File: config.mk
export PLATFORM = sky130hd
export DESIGN_NAME = readout_packer
export DESIGN_NICKNAME = d
export VERILOG_FILES = /design/src/rtl/digi_pkg.sv /design/src/rtl/sample_fifo.sv /design/src/rtl/readout_packer.sv
export SDC_FILE = /design/constraint.sdc
export NUM_CORES = 1
export LEC_CHECK = 0
export BUFFER_PORTS_ARGS = -buffer_cell sky130_fd_sc_hd__buf_2
export CAP_MARGIN = 20
export CORE_AREA = 4 4 109 132
export CTS_CLUSTER_DIAMETER = 100
export CTS_CLUSTER_SIZE = 16
export DETAILED_ROUTE_END_ITERATION = 10
export DIE_AREA = 0 0 113 136
export PLACE_DENSITY = 0.84
export SYNTH_ARGS = -nofsm -noshare
export SYNTH_HDL_FRONTEND = slang
export SYNTH_SLANG_ARGS = --single-unit
export TNS_END_PERCENT = 30
File: constraint.sdc
create_clock -name clk -period 5.2 [get_ports clk]
set_clock_uncertainty 0.2 [all_clocks]
set_input_delay 0.52 -clock clk [delete_from_list [all_inputs] [get_ports clk]]
set_output_delay 0.52 -clock clk [all_outputs]
set_load 0.05 [all_outputs]
File: src/rtl/digi_pkg.sv
// Shared constants for the digitizer readout path.
//   state_t     : readout_packer FSM encodings
//   SYNC_BYTE   : first byte of every channel header
//   header_byte : selects one of the four header bytes
//   sample_byte : selects the high or low byte of a zero-extended sample
package digi_pkg;

    typedef enum logic [2:0] {
        ST_IDLE   = 3'd0,
        ST_HEADER = 3'd1,
        ST_DATA   = 3'd2,
        ST_NEXT   = 3'd3,
        ST_FINISH = 3'd4
    } state_t;

    localparam logic [7:0] SYNC_BYTE = 8'hA5;
    localparam int unsigned HDR_BYTES = 4;

    // Header order: sync, channel index, count high, count low.
    function automatic logic [7:0] header_byte(input logic [1:0]  idx,
                                               input logic [7:0]  ch,
                                               input logic [15:0] cnt);
        logic [7:0] b;
        case (idx)
            2'd0:    b = SYNC_BYTE;
            2'd1:    b = ch;
            2'd2:    b = cnt[15:8];
            default: b = cnt[7:0];
        endcase
        return b;
    endfunction

    function automatic logic [7:0] sample_byte(input logic [15:0] v, input logic hi);
        return hi ? v[15:8] : v[7:0];
    endfunction

endpackage

File: src/rtl/sample_fifo.sv
// Synchronous sample FIFO with show-ahead read port.
//   clk, reset   : clock, synchronous active-high reset
//   push/wr_data : write one sample (ignored when full)
//   pop          : retire the head sample (ignored when empty)
//   rd_data_c    : head sample, valid while empty is low
//   full, empty  : occupancy flags
//   count        : current occupancy, 0..FDEPTH
module sample_fifo #(
    parameter int unsigned WIDTH  = 12,
    parameter int unsigned FDEPTH = 8
) (
    input  logic                      clk,
    input  logic                      reset,
    input  logic                      push,
    input  logic [WIDTH-1:0]          wr_data,
    input  logic                      pop,
    output logic [WIDTH-1:0]          rd_data_c,
    output logic                      full,
    output logic                      empty,
    output logic [$clog2(FDEPTH):0]   count
);

    localparam int unsigned AW = (FDEPTH > 1) ? $clog2(FDEPTH) : 1;
    localparam int unsigned CW = $clog2(FDEPTH) + 1;

    logic [WIDTH-1:0] r_mem [FDEPTH];
    logic [AW-1:0]    r_wr_ptr;
    logic [AW-1:0]    r_rd_ptr;
    logic [CW-1:0]    r_count;
    logic             w_do_push;
    logic             w_do_pop;

    assign w_do_push = push && !full;
    assign w_do_pop  = pop && !empty;

    // Storage needs no reset; pointers define what is valid.
    always_ff @(posedge clk) begin
        if (w_do_push) begin
            r_mem[r_wr_ptr] <= wr_data;
        end
    end

    always_ff @(posedge clk) begin
        if (reset) begin
            r_wr_ptr <= '0;
            r_rd_ptr <= '0;
            r_count  <= '0;
        end else begin
            if (w_do_push) begin
                r_wr_ptr <= r_wr_ptr + AW'(1);
            end
            if (w_do_pop) begin
                r_rd_ptr <= r_rd_ptr + AW'(1);
            end
            r_count <= r_count + CW'(w_do_push) - CW'(w_do_pop);
        end
    end

    assign rd_data_c = r_mem[r_rd_ptr];
    assign full      = (r_count == CW'(FDEPTH));
    assign empty     = (r_count == '0);
    assign count     = r_count;

endmodule

File: src/rtl/readout_packer.sv
// Reads one event from NCHAN digitizer ring buffers and serialises it as
// bytes: per channel a 4-byte header then 2 bytes per sample.
//   clk, reset   : clock, synchronous active-high reset
//   start        : one-cycle request to read out an event (IDLE only)
//   how_many     : samples per channel, captured on start
//   read_request : one-hot-or-zero per-channel read strobe
//   ch_data      : channel data buses, returned RD_LATENCY cycles after a strobe
//   out_data/out_valid/out_ready : byte stream with valid/ready handshake
//   busy         : event in progress
//   done         : one-cycle pulse after the last byte of the event
module readout_packer
    import digi_pkg::*;
#(
    parameter int unsigned NCHAN      = 4,
    parameter int unsigned WIDTH      = 12,
    parameter int unsigned SIZE       = 12,
    parameter int unsigned RD_LATENCY = 2,
    parameter int unsigned FDEPTH     = 8
) (
    input  logic                    clk,
    input  logic                    reset,
    input  logic                    start,
    input  logic [SIZE-1:0]         how_many,
    output logic [NCHAN-1:0]        read_request,
    input  logic [NCHAN*WIDTH-1:0]  ch_data,
    output logic [7:0]              out_data,
    output logic                    out_valid,
    input  logic                    out_ready,
    output logic                    busy,
    output logic                    done
);

    localparam int unsigned CH_W  = (NCHAN > 1) ? $clog2(NCHAN) : 1;
    localparam int unsigned CNT_W = $clog2(FDEPTH) + 1;
    localparam int unsigned CTR_W = SIZE + 1;

    state_t              r_state,        w_state_nxt;
    logic [CH_W-1:0]     r_ch,           w_ch_nxt;
    logic [SIZE-1:0]     r_count,        w_count_nxt;
    logic [CTR_W-1:0]    r_issued,       w_issued_nxt;
    logic [CTR_W-1:0]    r_popped,       w_popped_nxt;
    logic [1:0]          r_hdr_idx,      w_hdr_idx_nxt;
    logic                r_byte_lo,      w_byte_lo_nxt;
    logic [CNT_W-1:0]    r_in_flight,    w_in_flight_nxt;
    logic [NCHAN-1:0]    r_read_request, w_read_request_nxt;
    logic [7:0]          r_out_data,     w_out_data_nxt;
    logic                r_out_valid,    w_out_valid_nxt;
    logic                r_busy,         w_busy_nxt;
    logic                r_done,         w_done_nxt;
    logic [RD_LATENCY-1:0] r_vld;

    logic                w_issue;
    logic                w_push;
    logic                w_pop;
    logic                w_full;
    logic                w_empty;
    logic [CNT_W-1:0]    w_fifo_count;
    logic [CNT_W-1:0]    w_credit;
    logic [WIDTH-1:0]    w_push_data;
    logic [WIDTH-1:0]    w_rd_data;
    logic [15:0]         w_sample16;
    logic [15:0]         w_count16;
    logic                w_out_free;

    // Channel index is stable for the whole DATA phase, so returning data
    // is always taken from the current channel's bus.
    assign w_push      = r_vld[RD_LATENCY-1];
    assign w_push_data = ch_data[r_ch*WIDTH +: WIDTH];
    assign w_sample16  = 16'(w_rd_data);
    assign w_count16   = 16'(r_count);
    assign w_out_free  = !r_out_valid || out_ready;
    // Occupied slots plus slots promised to requests still in the pipe.
    assign w_credit    = w_fifo_count + r_in_flight;

    sample_fifo #(
        .WIDTH  (WIDTH),
        .FDEPTH (FDEPTH)
    ) u_fifo (
        .clk       (clk),
        .reset     (reset),
        .push      (w_push),
        .wr_data   (w_push_data),
        .pop       (w_pop),
        .rd_data_c (w_rd_data),
        .full      (w_full),
        .empty     (w_empty),
        .count     (w_fifo_count)
    );

    // Next-state and registered-output logic.
    always_comb begin
        w_state_nxt        = r_state;
        w_ch_nxt           = r_ch;
        w_count_nxt        = r_count;
        w_issued_nxt       = r_issued;
        w_popped_nxt       = r_popped;
        w_hdr_idx_nxt      = r_hdr_idx;
        w_byte_lo_nxt      = r_byte_lo;
        w_busy_nxt         = r_busy;
        w_done_nxt         = 1'b0;
        w_read_request_nxt = '0;
        w_out_valid_nxt    = r_out_valid && !out_ready;
        w_out_data_nxt     = r_out_data;
        w_issue            = 1'b0;
        w_pop              = 1'b0;

        case (r_state)
            ST_IDLE: begin
                if (start) begin
                    w_count_nxt   = how_many;
                    w_ch_nxt      = '0;
                    w_hdr_idx_nxt = '0;
                    w_busy_nxt    = 1'b1;
                    w_state_nxt   = ST_HEADER;
                end
            end

            ST_HEADER: begin
                if (w_out_free) begin
                    w_out_valid_nxt = 1'b1;
                    w_out_data_nxt  = header_byte(r_hdr_idx, 8'(r_ch), w_count16);
                    w_hdr_idx_nxt   = r_hdr_idx + 2'd1;
                    if (r_hdr_idx == 2'(HDR_BYTES - 1)) begin
                        w_issued_nxt  = '0;
                        w_popped_nxt  = '0;
                        w_byte_lo_nxt = 1'b0;
                        w_state_nxt   = ST_DATA;
                    end
                end
            end

            ST_DATA: begin
                if (!w_full && (r_issued < {1'b0, r_count}) &&
                    (w_credit < CNT_W'(FDEPTH))) begin
                    w_issue                  = 1'b1;
                    w_read_request_nxt[r_ch] = 1'b1;
                    w_issued_nxt             = r_issued + CTR_W'(1);
                end
                // Every sample popped implies every request returned; leave
                // once the last byte has left the output register.
                if (r_popped == {1'b0, r_count}) begin
                    if (w_out_free) begin
                        w_state_nxt = ST_NEXT;
                    end
                end else if (w_out_free && !w_empty) begin
                    w_out_valid_nxt = 1'b1;
                    if (!r_byte_lo) begin
                        w_out_data_nxt = sample_byte(w_sample16, 1'b1);
                        w_byte_lo_nxt  = 1'b1;
                    end else begin
                        w_out_data_nxt = sample_byte(w_sample16, 1'b0);
                        w_byte_lo_nxt  = 1'b0;
                        w_pop          = 1'b1;
                        w_popped_nxt   = r_popped + CTR_W'(1);
                    end
                end
            end

            ST_NEXT: begin
                if (r_ch == CH_W'(NCHAN - 1)) begin
                    w_busy_nxt  = 1'b0;
                    w_done_nxt  = 1'b1;
                    w_state_nxt = ST_FINISH;
                end else begin
                    w_ch_nxt      = r_ch + CH_W'(1);
                    w_hdr_idx_nxt = '0;
                    w_state_nxt   = ST_HEADER;
                end
            end

            ST_FINISH: begin
                w_state_nxt = ST_IDLE;
            end

            default: begin
                w_state_nxt = ST_IDLE;
            end
        endcase

        w_in_flight_nxt = r_in_flight + CNT_W'(w_issue) - CNT_W'(w_push);
    end

    // State and output registers; reset also flushes the return pipe so
    // data from pre-reset requests is never captured.
    always_ff @(posedge clk) begin
        if (reset) begin
            r_state        <= ST_IDLE;
            r_ch           <= '0;
            r_count        <= '0;
            r_issued       <= '0;
            r_popped       <= '0;
            r_hdr_idx      <= '0;
            r_byte_lo      <= 1'b0;
            r_in_flight    <= '0;
            r_read_request <= '0;
            r_out_data     <= '0;
            r_out_valid    <= 1'b0;
            r_busy         <= 1'b0;
            r_done         <= 1'b0;
            r_vld          <= '0;
        end else begin
            r_state        <= w_state_nxt;
            r_ch           <= w_ch_nxt;
            r_count        <= w_count_nxt;
            r_issued       <= w_issued_nxt;
            r_popped       <= w_popped_nxt;
            r_hdr_idx      <= w_hdr_idx_nxt;
            r_byte_lo      <= w_byte_lo_nxt;
            r_in_flight    <= w_in_flight_nxt;
            r_read_request <= w_read_request_nxt;
            r_out_data     <= w_out_data_nxt;
            r_out_valid    <= w_out_valid_nxt;
            r_busy         <= w_busy_nxt;
            r_done         <= w_done_nxt;
            r_vld[0]       <= |r_read_request;
            for (int k = 1; k < RD_LATENCY; k++) begin
                r_vld[k] <= r_vld[k-1];
            end
        end
    end

    assign read_request = r_read_request;
    assign out_data     = r_out_data;
    assign out_valid    = r_out_valid;
    assign busy         = r_busy;
    assign done         = r_done;

endmodule

==> results of run 1 <==
stage by stage:
stage / setup WS (ns) / std cells / utilization, %
after global routing: 1.18 / 946 / 72.0
final: 1.38 / 946 / 72.0
after floorplan: 2.02 / 690 / -
after global placement: 1.64 / 913 / 67.3
after CTS: 1.44 / 945 / 71.8
after detailed placement: 1.48 / 913 / 67.3
routing by layer:
layer | GRT usage [%] | part of all wire, % | up-vias
met1 | 30.3 | 37 | 2926
met5 | 0 | 0 | -
met2 | 47.5 | 53 | 281
met3 | 5.21 | 6.6 | 56
li1 | - | - | 2722
met4 | 13.0 | 3.7 | 0
power by group:
| group | switching, mW | total, mW | internal, mW |
|---|---|---|---|
| Clock | 0.544 | 1.26 | 0.718 |
| Sequential | 0.0181 | 1.50 | 1.48 |
| Combinational | 0.109 | 0.170 | 0.0608 |
layout by cell type, fill, tap and decap left out, drive strengths merged, types with 3 or more instances in the layout:
cell,netlist,layout
edfxtp,96,96
buf,14,90
dfxtp,80,80
nand2,67,67
a21oi,55,55
nor2,43,43
inv,34,40
mux4,36,36
ha,35,35
o21ai,23,23
clkbuf,20,19
mux2i,17,17
xor2,15,15
nand3,15,15
or3,12,12
nand2b,10,10
and3,9,9
nor3,7,7
and2,6,6
nand4,6,6
nor4,5,5
a21o,5,5
a211oi,5,5
a31oi,5,5
or4,5,5
nor2b,5,5
nor3b,4,4
xnor2,4,4
o31ai,4,4
mux2,4,4
a221oi,4,4
o211ai,3,3
nand3b,3,3
a211o,3,3
o32ai,3,3
a22oi,3,3
o22ai,3,3
clkinv,0,3
final timing paths:
check                                             start                         to  slack, ns  cells after the start
worst min register to register      r_vld[0]$_SDFF_PP0_        r_vld[1]$_SDFF_PP0_       0.27                      1
worst max-delay path            r_count[4]$_SDFFE_PP0P_  r_in_flight[2]$_SDFF_PP0_       1.38                     14
worst max register to register  r_count[4]$_SDFFE_PP0P_  r_in_flight[2]$_SDFF_PP0_       1.38                     14
worst min-delay path                        how_many[9]    r_count[9]$_SDFFE_PP0P_       0.13                      3
worst register-to-register path: stages, from the launching register on:
cell	delay, ns
dfxtp_1	0.37
inv_1	0.10
ha_1	0.32
a211oi_1	0.20
o21ai_0	0.16
a221oi_2	0.45
and2_1	0.45
nand2_1	0.15
ha_1	0.30
inv_1	0.06
ha_1	0.15
inv_1	0.06
fa_1	0.39
xor2_1	0.21
nor2_1	0.08
area by class of cell:
type,count,area [µm²]
well taps,168,210
inverters,34,128
clock inverters,13,151
multi-input cells,446,3500
flip-flops and latches,176,4480
fillers,873,3660
clock buffers,19,433
repair buffers,90,500
cell families (layout without fill, tap and decap cells):
group	Yosys count	count (layout)	synth area share, %
simple gates	206	206	12.6
compound gates	127	127	9.48
xor+xnor	19	19	2.02
buf+inv	68	156	3.38
flops	176	176	54.3
fa+ha+maj	37	37	5.79
mux	57	57	12.4
registers in the layout (all words and copies together), names as in the netlist, named ones only:
register	cells
busy	1
done	1
out_data	8
out_valid	1
r_byte_lo	1
r_ch	2
r_count	12
r_hdr_idx	2
r_in_flight	4
r_issued	13
r_popped	13
r_state	3
r_vld	2
read_request	4
u_fifo.count	4
u_fifo.r_mem	96
u_fifo.r_rd_ptr	3
u_fifo.r_wr_ptr	3
==> impl_results.md, run 1 <==
* Overall power at 2.93 mW
* CP startpoint kind: register
* Worst path max stage delay at about 0.45 ns
* Synth top area share at 34.9%
* Async set-reset flop share out of synthesis at 0%
* Crit path DAT at 3.89 ns
* Nets in the synthesized netlist at 791
* Antenna viol nets, final at 0
* Drt first pass iters at 6
* WS Path Type: register to register
* CTS root buf: clkbuf_16
* Vias in the first global route at 6012
* Post-synth EDFFs at 96
* HPWL after DPL at roughly 13000 µm
* Critical Path RT at 5.27 ns
* Worst Hold Class: input port to register
* Synth warn at 0
* Drt total wl at 19700 µm
* Num CTS Buffers at 17
* Avg Cell Area, Syn at 12.0 µm²
* CTS sink count at 176
* Setup crit end kind: register
* Crit path max-delay family: adder cells
* Post-CTS resize count at 0
* GRT Total Usage at a little over a quarter
* Core area at 0.0131 mm²
* Most frequent cell after synthesis: edfxtp_1
* Most instantiated cells after synthesis: edfxtp_1 (96), dfxtp_1 (80), nand2_1 (67)
* CTS tree: yes
* Top Ports at between 70 and 80
* Peak supply drop at between 0.2 and 0.25 mV
* Slew Limit Fails at 0
* Number of setup buffers added after CTS at 0
* Row cnt at 46
* Final Cycle Share at 73.4%
* Measured slew at the worst slew-check pin at 1.12 ns
* Cell taking the most area after synthesis: edfxtp_1
* Drt first-iter violations at 456
* Max-cap violations at 0
* Starting density of the core at 63.2%
* N_diodes at 0
* H-tree depth at 4
* Post-synthesis cell type count at 59
* Clock Pin Slew Worst Setup and Hold Paths at 0.07 ns
* Vias per cell at 6.33
* GPL Wtd Cong at about 0.90
* Final hold slack at 0.134 ns
* GRT Residual Overflow at 0
* Max Root-Sink Buffers at 2
* Bufs and invs on worst path at 3
* Final Setup Violations at 0
* Per-cell routed wire length at about 21 µm
* Crit path max fanout at 11
* Outcome: complete, no violations
* Cell Area, Synth at 0.00825 mm²
* Mapped Cells at 690
* Power density over the cells at 311 mW/mm²
* Via count at 5985
* Synth Flop Type: edfxtp_1
* Critical Path Slowest Stage Cell: a221oi_2
* Synth-to-layout area growth at 13.9%
* Worst skew pair latency at 0.43 ns
* FMAX at 262 MHz
* Cell Chain, Critical Path: inv_1 > ha_1 > a211oi_1 > o21ai_0 > a221oi_2 > and2_1 > nand2_1 > ha_1 > inv_1 > ha_1 > inv_1 > fa_1 > xor2_1 > nor2_1
* Final min period at 3.82 ns
* Placed cell area at 0.00879 mm²
* Hold Buf Count CTS at 0
* DIE WIDTH at 113 µm
* Port bufs at roughly 80
* Leak at 3.49 nW
* First-pass GRT wire length at 31100 µm
* Layout cells sized above 1 at 21.6%
* Synth top area cells: edfxtp_1 (35%), dfxtp_1 (19%), mux4_2 (9.8%)
* Hold Violations, Final at 0
* Largest net degree at the start of global routing at a little under 60
* Register area share after synthesis at 54.3%
* Initial antenna violation count at 0
* TNS Setup at 0 ns
* Slew headroom at 25.3%
* Remaining DRCs at 0
* Final instance area at approximately 0.0094 mm²
* RSZ-0062 raised after global routing: false
* Die height at 136 µm
* Die area at 0.0154 mm²
* NumNets Final at 866
* Yosys reg bits at 176
No activity file was read; power rests on OpenSTA's default activity.
==> run 2, diff against run 1 <==
CORE_AREA = 4 4 118 143   (was 4 4 109 132)
DIE_AREA = 0 0 122 147   (was 0 0 113 136)
PLACE_DENSITY = 0.76   (was 0.84)
clock period = 3.22 ns   (was 5.2 ns; I/O delays follow)
==> run 2 against run 1 <==
Compared with the run above:
- hold slack improved by 0.025 ns
- highest routed layer unchanged
- die area grew 17%
- routed wire length hardly changed
- first-iteration DRC count down 21%
- global-route usage down 3.9 points
- flip-flop and latch count did not move
- cell count is 7.4% higher
- register-to-register slack got worse by 1.2 ns
- via count down 1.2%
- worst setup slack worse by 1.2 ns
- sequential power is 61% higher
- clock power increased by 56%
==> impl_results.md, run 2 (synthesized netlist as in run 1, its figures left out) <==
* Outcome: complete, no violations
* Finished Layout Cells at 1016
* Vias per cell at 5.82
* CTS sink count at 176
* Drt total wl at 19700 µm
* NumNets Final at 896
* TNS Setup at 0 ns
* Largest net degree at the start of global routing at 32
* Filler cells at 1154
* Die height at 147 µm
* Synth-to-layout area growth at 17.5%
* Peak supply drop at 0.403 mV
* Worst setup margin at 0.173 ns
* DP Worst Slack at ~0.021 ns
* Num CTS Buffers at 17
* Biggest registers after layout: u_fifo.r_mem x96, r_issued x13, r_popped x13
* Final Setup Violations at 0
* Worst skew pair latency at 0.43 ns
* Critical Path RT at 3.32 ns
* Top Ports at about 80
* First-pass GRT wire length at 31100 µm
* Core area at 0.0155 mm²
* Row cnt at 50
* RSZ-0062 raised after global routing: false
* Per-cell routed wire length at 19.4 µm
* Via count at 5913
* HPWL after DPL at 14100 µm
* Crit path max fanout at 3
* Remaining DRCs at 0
* N_diodes at 0
* CTS tree: yes
* Clock Pin Slew Worst Setup and Hold Paths at 0.07 ns
* Leak at 3.63 nW
* R2r worst-path depth at 14
* Slew Limit Fails at 0
* Number of setup buffers added after CTS at 0
* Cell Count Post-Placement at 972
* Setup crit end kind: register
* Slew headroom at a little over two fifths
* Crit path DAT at 3.15 ns
* Critical Path Slowest Stage Cell: fa_1
* Most common cell after layout, fill and taps aside: edfxtp_1
* Final Cycle Share at between 90 and 100%
* CP startpoint kind: register
* Max reg flops at 96
* Drt first pass iters at 5
* H-tree depth at 4
* Hold Violations, Final at 0
* Reg2Reg Setup Slack at about 0.17 ns
* DIE WIDTH at between 100 and 150 µm
* GRT Total Usage at 22.7%
* Worst path max stage delay at between 0.3 and 0.4 ns
* Hold depth at 2
* Max Root-Sink Buffers at 2
* Starting density of the core at 53.4%
* WS Path Type: register to register
* Commonest cells after routing, fill and taps aside: edfxtp_1 (96), buf_2 (78), dfxtp_1 (76)
* Cell Chain, Critical Path: inv_1 > ha_1 > nand4b_1 > a2111oi_4 > a221oi_2 > and2_1 > nand2_1 > ha_1 > inv_1 > ha_1 > inv_1 > fa_1 > xor2_1 > nor2_1
* Measured slew at the worst slew-check pin at 0.855 ns
* Power density over the cells at 483 mW/mm²
* FMAX at 328 MHz
* Worst Hold Class: input port to register
* Max-cap violations at 0
* Vias in the first global route at just over 6000
* CTS root buf: clkbuf_16
* GPL Wtd Cong at 0.902
* GRT Residual Overflow at 0
* Most flop-heavy register: u_fifo.r_mem
* Final min period at 3.05 ns
* Overall power at 4.68 mW
* Initial antenna violation count at 0
* Die area at between 0.015 and 0.02 mm²
* Util after Layout at 62.8%
* Layout cells sized above 1 at 24.1%
* Antenna viol nets, final at 0
* Port bufs at 78
* Drt first-iter violations at between 300 and 400
-- run 2: final timing paths --
path / start / end
worst max-delay path: r_count[11]$_SDFFE_PP0P_ / r_in_flight[2]$_SDFF_PP0_
worst min-delay path: reset / r_in_flight[3]$_SDFF_PP0_
worst max register to register: r_count[11]$_SDFFE_PP0P_ / r_in_flight[2]$_SDFF_PP0_
worst min register to register: r_vld[0]$_SDFF_PP0_ / r_vld[1]$_SDFF_PP0_
-- run 2: cell type report --
type | instances | area (µm²) | area share (%)
sequential | 176 | 4490 | 46.3
inverter | 34 | 128 | 1.32
multi-input combinational | 446 | 3520 | 36.3
timing repair buffer | 120 | 736 | 7.59
clock buffer | 18 | 439 | 4.53
clock inverter | 14 | 123 | 1.26
tap | 208 | 260 | 2.68
-- run 2: power breakdown --
part	total, mW	leakage, nW	switching [mW]	internal [mW]
Combinational	0.313	1.84	0.191	0.122
Clock	1.96	0.279	0.927	1.04
Sequential	2.41	1.51	0.0229	2.39
-- run 2: layer usage --
layer  part of all wire [%]  global-route usage, %  up-vias  wire length (µm)
met5                      0                      0        -                 0
met4                    2.5                   9.02        0               494
met3                    5.1                   5.04       37              1000
met2                     54                   41.0      193             10600
met1                     38                   25.7     2896              7570
li1                       -                      -     2787                 -
-- run 2: timing repair --
item                                    CTS  global route
hold buffers                             12             0
endpoints found under the hold margin    12             0
gates resized for setup                   0            11
endpoints found under the setup margin    0             4
-- run 2: critical path: cells and delay by family, from the launching register on --
| family | cells | cell delay (ns) |
|---|---|---|
| AOI/OAI and AO/OA | 2 | 0.44 |
| xor gates and xnor gates | 1 | 0.14 |
| adders and majority gates | 4 | 1.07 |
| buffers and inverters | 3 | 0.18 |
| DFF | 1 | 0.34 |
| and+or+nand+nor | 4 | 0.54 |
-- run 2: through the flow --
stage                     instance area, µm²  hold slack [ns]
after global routing                    9700            0.168
after floorplan                         8250            0.214
after global placement                  8980            0.232
after detailed placement                8980            0.232
after CTS                               9670            0.140
final                                   9700            0.159
==> run 3, diff against run 2 <==
ABC_AREA = 0   (was not set)
GPL_TIMING_DRIVEN = 0   (was not set)
==> run 3 against run 2 <==
Compared with the run above:
- first-iteration DRC count is 32% higher
- register-to-register slack lost 0.12 ns
- critical path depth unchanged
- critical path type unchanged
- hold slack worse by 0.052 ns
- maximum frequency down 3.7%
- highest routed layer unchanged
==> impl_results.md, run 3 (synthesized netlist as in run 1, its figures left out) <==
* Outcome: complete, no violations
* TNS Setup at 0 ns
* CTS tree: yes
* Core area at 0.0155 mm²
* Critical Path RT at 3.32 ns
* First-pass GRT wire length at 32900 µm
* N_diodes at 0
* Measured slew at the worst slew-check pin at around 1.3 ns
* DIE WIDTH at 122 µm
* Finished Layout Cells at 1039
* Switching share of power at 23.9%
* CP startpoint kind: register
* Vias in the first global route at 6400
* H-tree depth at 4
* CTS root buf: clkbuf_16
* Most flop-heavy register: u_fifo.r_mem
* Internal Power at 3.60 mW
* Leak at 3.68 nW
* Final min period at 3.16 ns
* Row cnt at 50
* Worst setup margin at 0.0555 ns
* Commonest cells after routing, fill and taps aside: edfxtp_1 (96), buf_2 (84), dfxtp_1 (68)
* Worst path max stage delay at about 0.51 ns
* Per-cell routed wire length at approximately 20 µm
* GRT Total Usage at 24.1%
* RSZ-0062 raised after global routing: true
* Final instance area at 0.00995 mm²
* Num CTS Buffers at 17
* GRT Residual Overflow at 0
* Biggest registers after layout: u_fifo.r_mem x96, r_issued x13, r_popped x13
* Placed cell area at 0.00900 mm²
* Largest net degree at the start of global routing at 17
* Sequential Power Share at 51.0%
* HPWL after DPL at around 15000 µm
* Slew headroom at a little under an eighth
* Top Ports at 79
* Most common cell after layout, fill and taps aside: edfxtp_1
* Initial antenna violation count at 0
* GPL Wtd Cong at 0.919
* Clock Pin Slew Worst Setup and Hold Paths at 0.07 ns
* CTS sink count at 176
* Util after Layout at 64.4%
* Vias per cell at 5.93
* Drt first pass iters at 7
* Peak supply drop at 0.359 mV
* Final hold slack at 0.107 ns
* Max Root-Sink Buffers at 2
* Synth-to-layout area growth at 20.5%
* Max-cap violations at 0
* FMAX at approximately 320 MHz
* Die height at roughly 150 µm
* Drt first-iter violations at 475
* Overall power at 4.73 mW
* Final Cycle Share at 98.3%
* Drt total wl at approximately 21000 µm
* Antenna viol nets, final at 0
* Max reg flops at 96
* Remaining DRCs at 0
* Layout cells sized above 1 at 27.2%
* Final Setup Violations at 0
* Crit path max fanout at 3
* DP Worst Slack at -0.512 ns
* Cell Chain, Critical Path: inv_1 > ha_2 > o21ai_2 > a2111oi_4 > a221oi_2 > and2_4 > buf_6 > nand2_4 > ha_4 > inv_2 > ha_4 > inv_2 > fa_2 > nor2_1
* Setup crit end kind: register
* Worst Hold Class: input port to register
* Port bufs at 78
* Slew Limit Fails at 0
* Cell Count Post-Placement at 984
* Power density over the cells at 476 mW/mm²
* Via count at 6159
* Starting density of the core at a little over half
* Crit path DAT at around 3.3 ns
* WS Path Type: register to register
* Clk pwr share at 41.5%
* NetSw at 1.13 mW
* Gate power share at 7.5%
* NumNets Final at 919
* Hold Violations, Final at 0
* Worst skew pair latency at 0.43 ns
* Critical Path Slowest Stage Cell: fa_2
* Die area at 0.0179 mm²
-- run 3: layout make-up --
| class | instances | area (µm²) |
|---|---|---|
| Clock inverter | 15 | 133 |
| Fill cell | 1188 | 5510 |
| Inverter | 34 | 128 |
| Buffer | 33 | 163 |
| Multi-Input combinational cell | 446 | 3640 |
| Clock buffer | 17 | 425 |
| Timing Repair Buffer | 110 | 683 |
| Tap cell | 208 | 260 |
| Sequential cell | 176 | 4510 |
-- run 3: worst paths after layout --
path / start / slack (ns) / cells past startpoint / endpoint
min: reset / 0.11 / 4 / r_popped[9]$_SDFFE_PP0P_
max reg2reg: r_count[3]$_SDFFE_PP0P_ / 0.06 / 14 / r_in_flight[1]$_SDFF_PP0_
min reg2reg: r_vld[0]$_SDFF_PP0_ / 0.25 / 1 / r_vld[1]$_SDFF_PP0_
max: r_count[3]$_SDFFE_PP0P_ / 0.06 / 14 / r_in_flight[1]$_SDFF_PP0_
-- run 3: worst max-delay path, delay by kind of cell (launching register included) --
family          cells  cell delay, ns
fa+ha+maj           4            1.15
simple gates        3            0.33
flops               1            0.34
buf+inv             4            0.31
compound gates      3            0.70
-- run 3: power by group through the flow --
stage	combinational [mW]	clock, mW	sequential (mW)
floorplan	0.151	0	2.48
global placement	0.274	0	2.46
detailed placement	0.285	0	2.46
CTS	0.324	1.98	2.41
global route	0.382	2.08	2.41
finish	0.354	1.96	2.41
-- run 3: timing repair --
| item | CTS | global route |
|---|---|---|
| setup buffers | 3 | 9 |
| gates resized for setup | 36 | 22 |
| hold buffers | 12 | 0 |
| hold endpoints to repair | 12 | 0 |
| endpoints found under the setup margin | 7 | 6 |
| pin swaps | 7 | 6 |
-- run 3: metal layers --
metal  GRT usage (%)  part of all wire [%]  wire length [µm]  vias up
met5               0                     0                 0        -
met2            43.3                    53             11300      238
li1                -                     -                 -     2829
met3            4.77                   4.8              1030       61
met1            28.5                    39              8200     3031
met4            8.74                   3.2               667        0
